==> config.mk <==
export PLATFORM = sky130hd
export DESIGN_NAME = core_if
export DESIGN_NICKNAME = d
export VERILOG_FILES = /design/src/rtl/core_if.sv
export SDC_FILE = /design/constraint.sdc
export NUM_CORES = 1
export LEC_CHECK = 0
export ABC_AREA = 1
export CAP_MARGIN = 20
export CORE_MARGIN = 8
export CORE_UTILIZATION = 50
export DETAILED_ROUTE_END_ITERATION = 8
export PLACE_DENSITY = 0.76
export SETUP_SLACK_MARGIN = 0.5
export SLEW_MARGIN = 20
export SYNTH_ARGS = -nofsm -noshare
export SYNTH_HDL_FRONTEND = slang
export SYNTH_SLANG_ARGS = --single-unit
export TNS_END_PERCENT = 5
==> constraint.sdc <==
create_clock -name clk -period 6.1 [get_ports clk]
set_clock_uncertainty 0.15 [all_clocks]
set_input_delay 1.83 -clock clk [delete_from_list [all_inputs] [get_ports clk]]
set_output_delay 1.83 -clock clk [all_outputs]
set_load 0.005 [all_outputs]
==> src/rtl/core_if.sv <==
// ---------------------------------------------------------------------------
// core_if: instruction fetch stage of the i2d core pipeline.
//
// Issues sequential word fetches on the instruction bus. At most one request
// is outstanding. Returned words go into a small prefetch FIFO, and the head
// entry is shown to decode together with its PC. A fetch bus fault is queued
// in order like a normal word. It is reported to core control when it reaches
// the head, and it stays there until a redirect clears it.
//
// Parameters
//   RESET_PC    first fetch address after reset
//   FIFO_DEPTH  prefetch buffer entries (2 or 4)
//
// Ports
//   clk, rst     core clock, synchronous active-high reset
//   set_pc       redirect request from core control (highest priority)
//   new_pc       redirect target, word aligned
//   if_halt      decode stall: the head entry is not consumed
//   ibus_req     fetch request (registered)
//   ibus_addr    fetch address (registered)
//   ibus_ack     completion of the outstanding request
//   ibus_rdata   fetched word, valid with ibus_ack
//   ibus_err     bus fault, valid with ibus_ack
//   id_valid     head entry is a valid instruction
//   id_inst      head instruction word (0 when empty)
//   if_pc        PC of the head entry / faulting address (0 when empty)
//   if_err       head entry is a fetch fault
//
// Bus handshake: ibus_req is a request-valid. While ibus_req is high, ibus_req
// and ibus_addr stay steady. The request completes in the cycle that ibus_ack
// is sampled high at a rising clk edge. ibus_rdata and ibus_err are looked at
// only in that cycle. ibus_ack is ignored while ibus_req is low. The FIFO
// towards decode has no ready signal. The head entry is consumed at an edge
// where id_valid is high and if_halt is low.
// ---------------------------------------------------------------------------
module core_if #(
    parameter logic [31:0] RESET_PC   = 32'h0000_0000,
    parameter int          FIFO_DEPTH = 2
) (
    input  logic        clk,
    input  logic        rst,
    input  logic        set_pc,
    input  logic [31:0] new_pc,
    input  logic        if_halt,
    output logic        ibus_req,
    output logic [31:0] ibus_addr,
    input  logic        ibus_ack,
    input  logic [31:0] ibus_rdata,
    input  logic        ibus_err,
    output logic        id_valid,
    output logic [31:0] id_inst,
    output logic [31:0] if_pc,
    output logic        if_err
);

    typedef logic [31:0] addr_t;

    typedef enum logic [1:0] {
        S_RUN     = 2'd0,
        S_WAIT    = 2'd1,
        S_DISCARD = 2'd2,
        S_FAULT   = 2'd3
    } state_t;

    // Only depths of 2 and 4 are legal. Both are powers of two, so the
    // pointers wrap naturally.
    localparam int PTR_W = (FIFO_DEPTH > 2) ? 2 : 1;
    localparam int CNT_W = PTR_W + 1;
    localparam logic [CNT_W-1:0] DEPTH_C = CNT_W'(FIFO_DEPTH);

    // FSM state; kept as a plain named register so it is easy to observe.
    state_t state, state_n;

    addr_t  fetch_pc, fetch_pc_n;
    logic   req_q, req_n;
    addr_t  addr_q, addr_n;

    // Prefetch FIFO storage: {inst, pc, err} per entry.
    logic [31:0]      inst_mem [FIFO_DEPTH];
    addr_t            pc_mem   [FIFO_DEPTH];
    logic             err_mem  [FIFO_DEPTH];
    logic [PTR_W-1:0] rd_ptr;
    logic [PTR_W-1:0] wr_ptr;
    logic [CNT_W-1:0] count;

    logic             fifo_empty;
    logic             head_err;
    logic             pop;
    logic             push;
    logic             clear;
    logic [CNT_W-1:0] count_after;

    assign fifo_empty = (count == '0);
    assign head_err   = err_mem[rd_ptr];

    // An error head is never consumed. Only a redirect removes it.
    assign pop = !fifo_empty && !if_halt && !head_err && !set_pc;

    // Occupancy after this cycle's ack push and head pop. It decides whether
    // the next request can go back-to-back.
    assign count_after = count + CNT_W'(1) - {{(CNT_W-1){1'b0}}, pop};

    // -----------------------------------------------------------------------
    // Next-state / bus request logic
    // -----------------------------------------------------------------------
    always_comb begin
        state_n    = state;
        fetch_pc_n = fetch_pc;
        req_n      = req_q;
        addr_n     = addr_q;
        push       = 1'b0;
        clear      = 1'b0;

        if (set_pc) begin
            clear = 1'b1;
            if (req_q && !ibus_ack) begin
                // The old request is still in flight. Keep presenting it and
                // drop its data when it returns.
                fetch_pc_n = new_pc;
                state_n    = S_DISCARD;
            end else begin
                // The bus is free this cycle (any ack data is dropped), so
                // the target is requested right away.
                req_n      = 1'b1;
                addr_n     = new_pc;
                fetch_pc_n = new_pc + 32'd4;
                state_n    = S_WAIT;
            end
        end else begin
            case (state)
                S_RUN: begin
                    // No request is outstanding in RUN.
                    if (count < DEPTH_C) begin
                        req_n      = 1'b1;
                        addr_n     = fetch_pc;
                        fetch_pc_n = fetch_pc + 32'd4;
                        state_n    = S_WAIT;
                    end
                end
                S_WAIT: begin
                    if (ibus_ack) begin
                        push = 1'b1;
                        if (ibus_err) begin
                            req_n   = 1'b0;
                            state_n = S_FAULT;
                        end else if (count_after < DEPTH_C) begin
                            addr_n     = fetch_pc;
                            fetch_pc_n = fetch_pc + 32'd4;
                        end else begin
                            req_n   = 1'b0;
                            state_n = S_RUN;
                        end
                    end
                end
                S_DISCARD: begin
                    if (ibus_ack) begin
                        req_n   = 1'b0;
                        state_n = S_RUN;
                    end
                end
                S_FAULT: begin
                    // Held until a redirect. Older entries still drain.
                end
                default: begin
                    state_n = S_RUN;
                    req_n   = 1'b0;
                end
            endcase
        end
    end

    // -----------------------------------------------------------------------
    // State, bus and FIFO control registers
    // -----------------------------------------------------------------------
    always_ff @(posedge clk) begin
        if (rst) begin
            state    <= S_RUN;
            fetch_pc <= RESET_PC;
            req_q    <= 1'b0;
            addr_q   <= '0;
            rd_ptr   <= '0;
            wr_ptr   <= '0;
            count    <= '0;
        end else begin
            state    <= state_n;
            fetch_pc <= fetch_pc_n;
            req_q    <= req_n;
            addr_q   <= addr_n;
            if (clear) begin
                rd_ptr <= '0;
                wr_ptr <= '0;
                count  <= '0;
            end else begin
                if (push) begin
                    wr_ptr <= wr_ptr + PTR_W'(1);
                end
                if (pop) begin
                    rd_ptr <= rd_ptr + PTR_W'(1);
                end
                if (push && !pop) begin
                    count <= count + CNT_W'(1);
                end else if (pop && !push) begin
                    count <= count - CNT_W'(1);
                end
            end
        end
    end

    // FIFO payload needs no reset. Empty entries are hidden by the head
    // output gating below.
    always_ff @(posedge clk) begin
        if (push && !clear) begin
            inst_mem[wr_ptr] <= ibus_rdata;
            pc_mem[wr_ptr]   <= addr_q;
            err_mem[wr_ptr]  <= ibus_err;
        end
    end

    // -----------------------------------------------------------------------
    // Outputs
    // -----------------------------------------------------------------------
    assign ibus_req  = req_q;
    assign ibus_addr = addr_q;

    assign id_valid = !fifo_empty && !head_err;
    assign if_err   = !fifo_empty && head_err;
    assign id_inst  = fifo_empty ? 32'd0 : inst_mem[rd_ptr];
    assign if_pc    = fifo_empty ? 32'd0 : pc_mem[rd_ptr];

endmodule

; ---- Word-level counts from Yosys, hierarchy flattened
; Memories as Yosys holds them, arrays and structs flattened. A register that Yosys moved wholly into a read port is not among the register bits.
; Cells that the tools add are included.
[totals]
output_inout_bits = 99
reg_bits = 71
memories = 3
elab_cells = 101
ramBits = 130
in_bits = 70
[op_classes]
eq_ne = 9
magnitude_cmp = 2
mux = 46
n_addsub = 7
reduce_logical = 27
[memory_table]
columns = name, words, width, read_ports, rd_clocked_by_memory_dff, wr, line_no
row1 = inst_mem, 2, 32, 1, 1, 1, 79  ; logic [31:0] inst_mem [FIFO_DEPTH];
row2 = pc_mem, 2, 32, 1, 1, 1, 80  ; addr_t pc_mem [FIFO_DEPTH];
row3 = err_mem, 2, 1, 1, 1, 1, 81  ; logic err_mem [FIFO_DEPTH];
[op_table]
columns = operator, count
row1 = two-way mux 32 bit, 14
row2 = case mux 32 bit (2 select lines), 2
row3 = adder 32 x 3 -> 32 bit (second input constant), 2
row4 = two-way mux 1 bit, 19
row5 = two-way mux 2 bit, 9
row6 = inequality test 3 bit (second input constant), 5
row7 = AND reduction 6 bit, 2
row8 = AND reduction 5 bit, 2
row9 = logical AND 1 bit, 9
row10 = zero test 1 bit, 8
row11 = case mux 2 bit (3 select lines), 1
row12 = zero test 2 bit, 2
row13 = < comparator 2 bit (second input constant), 2
row14 = inequality test 4 bit (second input constant), 1
row15 = nonzero test 4 bit, 1
row16 = case mux 1 bit (3 select lines), 1
row17 = nonzero test 3 bit, 1
row18 = adder 1 bit (second input constant), 2
row19 = adder 2 x 1 -> 2 bit (second input constant), 1
row20 = == test 2 x 1 -> 1 bit (second input constant), 1
row21 = == test 2 bit (second input constant), 1
row22 = inequality test 2 bit (second input constant), 1
row23 = nonzero test 2 bit, 1
row24 = OR reduction 2 bit, 1
row25 = 2 further kinds, 2

; ---- Logic depth before layout (Yosys ltp)
[depth]
word_depth = 12
ltp_mapped = 14
mapped_depth_nobuf = 13

; ---- Worst setup path before layout
; OpenSTA, ideal clock, no wires.
[synth_path]
path_kind = input to register
startpoint = input port set_pc
endpoint = memory err_mem[1] (enable)
required_time_ns = 5.460
t_arrival_ns = 5.131
slack_ns = 0.329
setup_time_ns = 0.490
stages = 6
path_buffers = 1
path_cell_list = buf_6 > inv_2 > nand2_1 > nor2_1 > inv_1 > nor2_1
[synth_via]
elab_cells_between_ends = 6
classes_between = mux: 4 / reduce/logical: 2
[synth_rtl]
columns = item, line_no
row1 = "start, declared", 42  ; input logic set_pc,
row2 = two-way mux 1 bit, 114  ; if (set_pc) begin
row3 = via push, 89  ; logic push;
row4 = logical AND 1 bit, 212  ; if (push && !clear) begin
row5 = two-way mux 1 bit, 212
row6 = two-way mux 1 bit (not written as such), 215  ; err_mem[wr_ptr] <= ibus_err;
row7 = "end, declared", 81
; The timed path passes the listed nets, and every way through them passes these cells.

; ---- Final worst setup path
[layout_path]
startpoint = register count[0]
endpoint = output port if_pc[27]
[layout_via]
elab_chain_cells = 2
[layout_lines]
columns = item, line_no
row1 = "start, declared", 84  ; logic [CNT_W-1:0] count;
row2 = "start signal, assigned", 201  ; count <= count + CNT_W'(1);
row3 = "start signal, assigned", 203  ; count <= count - CNT_W'(1);
row4 = zero test 2 bit, 93  ; assign fifo_empty = (count == '0);
row5 = two-way mux 32 bit, 228  ; assign if_pc = fifo_empty ? 32'd0 : pc_mem[rd_ptr];
row6 = "end, declared", 52  ; output logic [31:0] if_pc,
; No other way between the ends.

==> metrics.md <==
| Metric | Value |
|---|---|
| Highest clock rate | `0.199 GHz` |
| Overflow left after global routing | `0` |
| Minimum clock period | `5.03 ns` |
| Leading register cell type out of synthesis | `sky130_fd_sc_hd__edfxtp_1` |
| Height of the chip | `157 microns` |
| Critical Path Max Stage Delay | `0.57 ns` |
| Resize count post-CTS | `0` |
| Final routed wire length divided by cell count | `16.6 microns` |
| Root Driver | `sky130_fd_sc_hd__clkbuf_16` |
| Number of global-route vias before repair | `8107` |
| H-tree Lvls | `1` |
| Count of vias placed by the detailed router | `8752` |
| Count of buffers from port buffering | `168` |
| Hold violation count in the final report | `0` |
| Starting Density | `50.8%` |
| Leading cell type in the layout, fill and taps excluded | `sky130_fd_sc_hd__nand2_1` |
| Startpoint types | `flop` |
| Post-Syn Area per Cell | `8.07 sq um` |
| DRT iter0 DRCs | `742` |
| Sequential area share after synthesis | `54.0%` |
| Number of clock sinks | `202` |
| CTS tree | `done` |
| Synthesis Warnings | `0` |
| Fraction of final layout cells sized beyond drive strength 1 | `4.61%` |
| Startpoint of the worst register-to-register path | `count[0]$_SDFFE_PP0P_` |
| DRC Markers | `0` |
| Number of buffers inserted during clock tree synthesis | `21` |
| HPWL after detailed placement | `19600 microns` |
| Final nets | `1450` |
| Worst R2R Path Depth | `11` |
| Top fanout value on the critical path | `27` |
| Overall die width | `157 microns` |
| First-pass GRT wire length | `43000 microns` |
| Hold path startpoint | `fetch_pc[31]$_SDFFE_PP0P_` |
| Max-Slew Margin vs Limit | `39.7%` |
| Critical path's slowest cell | `sky130_fd_sc_hd__inv_1` |
| Critical path's most frequent cell | `sky130_fd_sc_hd__inv_1` |
| Num rows | `51` |
| Maximum number of pins on one net before global-route repair | `99` |
| Via-per-instance ratio | `5.30` |
| Ratio of final minimum period to clock period | `82.5%` |
| Category of the worst setup path capture point | `output port` |
| Unique cell type count in the Yosys netlist | `38` |
| Critical path buffer and inverter count | `4` |
| Antenna diode count | `0` |
| Worst-Skew Late Latency | `0.49 ns` |
| Cell count of the worst hold path | `2` |
| Critical path's top delay family | `buffers and inverters` |
| Number of buffers added to fix hold violations after cts | `0` |
| Syn Nets | `1302` |
| Static Leak | `0.00475 uW` |
| Overall power consumption | `3500 uW` |
| Worst hold path type | `flop to flop` |
| Bufs on Longest Clock Path | `3` |
| Class of the most critical setup path | `flop to output port` |
| Routed Wire Length | `27400 microns` |
| Overall routing resource usage | `21.8%` |
| Number of nets with antenna violations after detailed routing | `0` |
| CP cell instances | `inv_1 > ha_1 > inv_1 > buf_4 > o21ai_0 > nor2_1 > clkdlybuf4s50_1` |
| Crit path required time | `4.12 ns` |
| Antenna violations before repair | `0` |
| FF-to-FF setup slack | `2.49 ns` |
| Die ar. | `0.0245 sq mm` |
| Placement-stage worst setup slack | `1.27 ns` |
| Number of iterations in the first detailed-routing pass | `5` |
| Worst slew pin tran | `0.904 ns` |
| Final setup TNS | `0 ns` |
| Proportion of synthesized flip-flops having asynchronous set or reset | `0%` |
| Run status | `finished, final reports clean` |
| Number of standard cells in the layout, taps in and fillers out | `1652` |
| Mapped Cells | `1225` |
| Clock-pin transition on the worst setup and hold timing paths | `0.06 ns` |
| Maxcap violations | `0` |
| Power density over the cells | `282 mW/mm^2` |
| Most used cells in the layout excluding fill and tap cells | `sky130_fd_sc_hd__nand2_1 (300), sky130_fd_sc_hd__nor2_1 (232), sky130_fd_sc_hd__clkdlybuf4s50_1 (167), sky130_fd_sc_hd__o21ai_0 (130), sky130_fd_sc_hd__edfxtp_1 (130)` |
| Setup Fix Bufs, Post-CTS | `0` |
| Number of flip-flops and latches in the synthesized netlist | `202` |
| Boundary pin count | `169` |
| Total standard cell area after synthesis | `0.00989 sq mm` |
| Area delta synth->final | `25.4%` |
| Hold Slack | `0.331 ns` |
| Peak supply drop | `0.000178 V` |
| Final Wtd Congestion | `0.955` |
| RSZ-0062 raised after global routing | `false` |
| Number of slew-limit violations in the final report | `0` |
| Area of the core region | `0.0195 sq mm` |
| Number of enable-type register cells in the synthesized netlist | `130` |
| Count of final setup violators | `0` |
| Final setup slack of the worst path | `1.07 ns` |
| Post-placement cell count | `1615` |
| Arrival time at the worst endpoint | `3.05 ns` |
| Number of cells on the critical path | `7` |
| Crit. Startpoint | `count[0]$_SDFFE_PP0P_` |
## worst paths after layout
| path | end |
|---|---|
| worst max-delay path | if_pc[27] |
| worst min-delay path | fetch_pc[31]$_SDFFE_PP0P_ |
| worst max register to register | ibus_addr[27]$_SDFFE_PP0P_ |
| worst min register to register | fetch_pc[31]$_SDFFE_PP0P_ |
## synth_stat cells, types with 3 or more instances
cell type / instances / area [sq um]
sky130_fd_sc_hd__ha_1: 7 / 87.6
sky130_fd_sc_hd__inv_1: 89 / 334
sky130_fd_sc_hd__nand4_1: 20 / 125
sky130_fd_sc_hd__a21oi_1: 60 / 300
sky130_fd_sc_hd__or2_2: 4 / 25.0
sky130_fd_sc_hd__dfxtp_1: 72 / 1440
sky130_fd_sc_hd__nor3_1: 25 / 125
sky130_fd_sc_hd__buf_1: 3 / 11.3
sky130_fd_sc_hd__buf_6: 7 / 78.8
sky130_fd_sc_hd__xor2_1: 7 / 61.3
sky130_fd_sc_hd__clkbuf_1: 43 / 161
sky130_fd_sc_hd__nor2_1: 234 / 878
sky130_fd_sc_hd__nand2_1: 300 / 1130
sky130_fd_sc_hd__edfxtp_1: 130 / 3900
sky130_fd_sc_hd__buf_2: 3 / 15.0
sky130_fd_sc_hd__nand3_1: 60 / 300
sky130_fd_sc_hd__o21ai_0: 130 / 651
sky130_fd_sc_hd__nand3b_1: 3 / 22.5
## registers in the layout, indices dropped and copies added, names as in the netlist, named ones only
register   count
inst_mem      64
ibus_req       1
pc_mem        64
rd_ptr         1
state          2
ibus_addr     32
wr_ptr         1
count          2
err_mem        2
fetch_pc      32
## power by group
part           switching (uW)  internal, uW  total (uW)
clock network             502           672        1170
logic                     381           266         647
registers                 102          1580        1680
total                     985          2520        3500
## per-stage QoR
step	utilization (%)	area, sq um
3_3_place_gp	60.5	11800
2_1_floorplan	-	9890
3_5_place_dp	60.5	11800
6_report	63.7	12400
5_1_grt	63.7	12400
4_1_cts	63.7	12400
## cell families (layout without fill, tap and decap cells)
group                    after synthesis  count (layout)  share of synthesized area [%]
AND/OR/NAND/NOR                      660             660                           27.7
flip-flops                           202             202                           54.0
AO/OA/AOI/OAI                        199             199                           10.3
buffers and inverters                146             308                           6.11
XOR/XNOR                               9               9                          0.797
adder cells (fa/ha/maj)                7               7                          0.885
multiplexers                           2               2                          0.202
## routing by layer
layer	vias up	routed length (microns)	GRT usage, %
met1	3994	12600	31.2
met4	0	560	5.90
met2	365	12100	34.1
met5	-	0	0
met3	39	2170	2.70
li1	4354	-	-
## worst reg2reg max path, delay by kind of cell (launching register included)
family | cells | cell delay (ns)
and+or+nand+nor | 7 | 1.90
buffers and inverters | 2 | 0.64
adders and majority gates | 1 | 0.23
AOI/OAI and AO/OA | 1 | 0.18
DFF | 1 | 0.42
## area by class of cell
type                    count  area (sq um)
repair buffers            181          1800
well taps                 265           332
clock inverters             8          50.0
inverters                  90           338
fillers                  1644          7060
flip-flops and latches    202          5350
multi-input cells         877          3960
clock buffers              29           586
(Power assumes the default switching activity.)
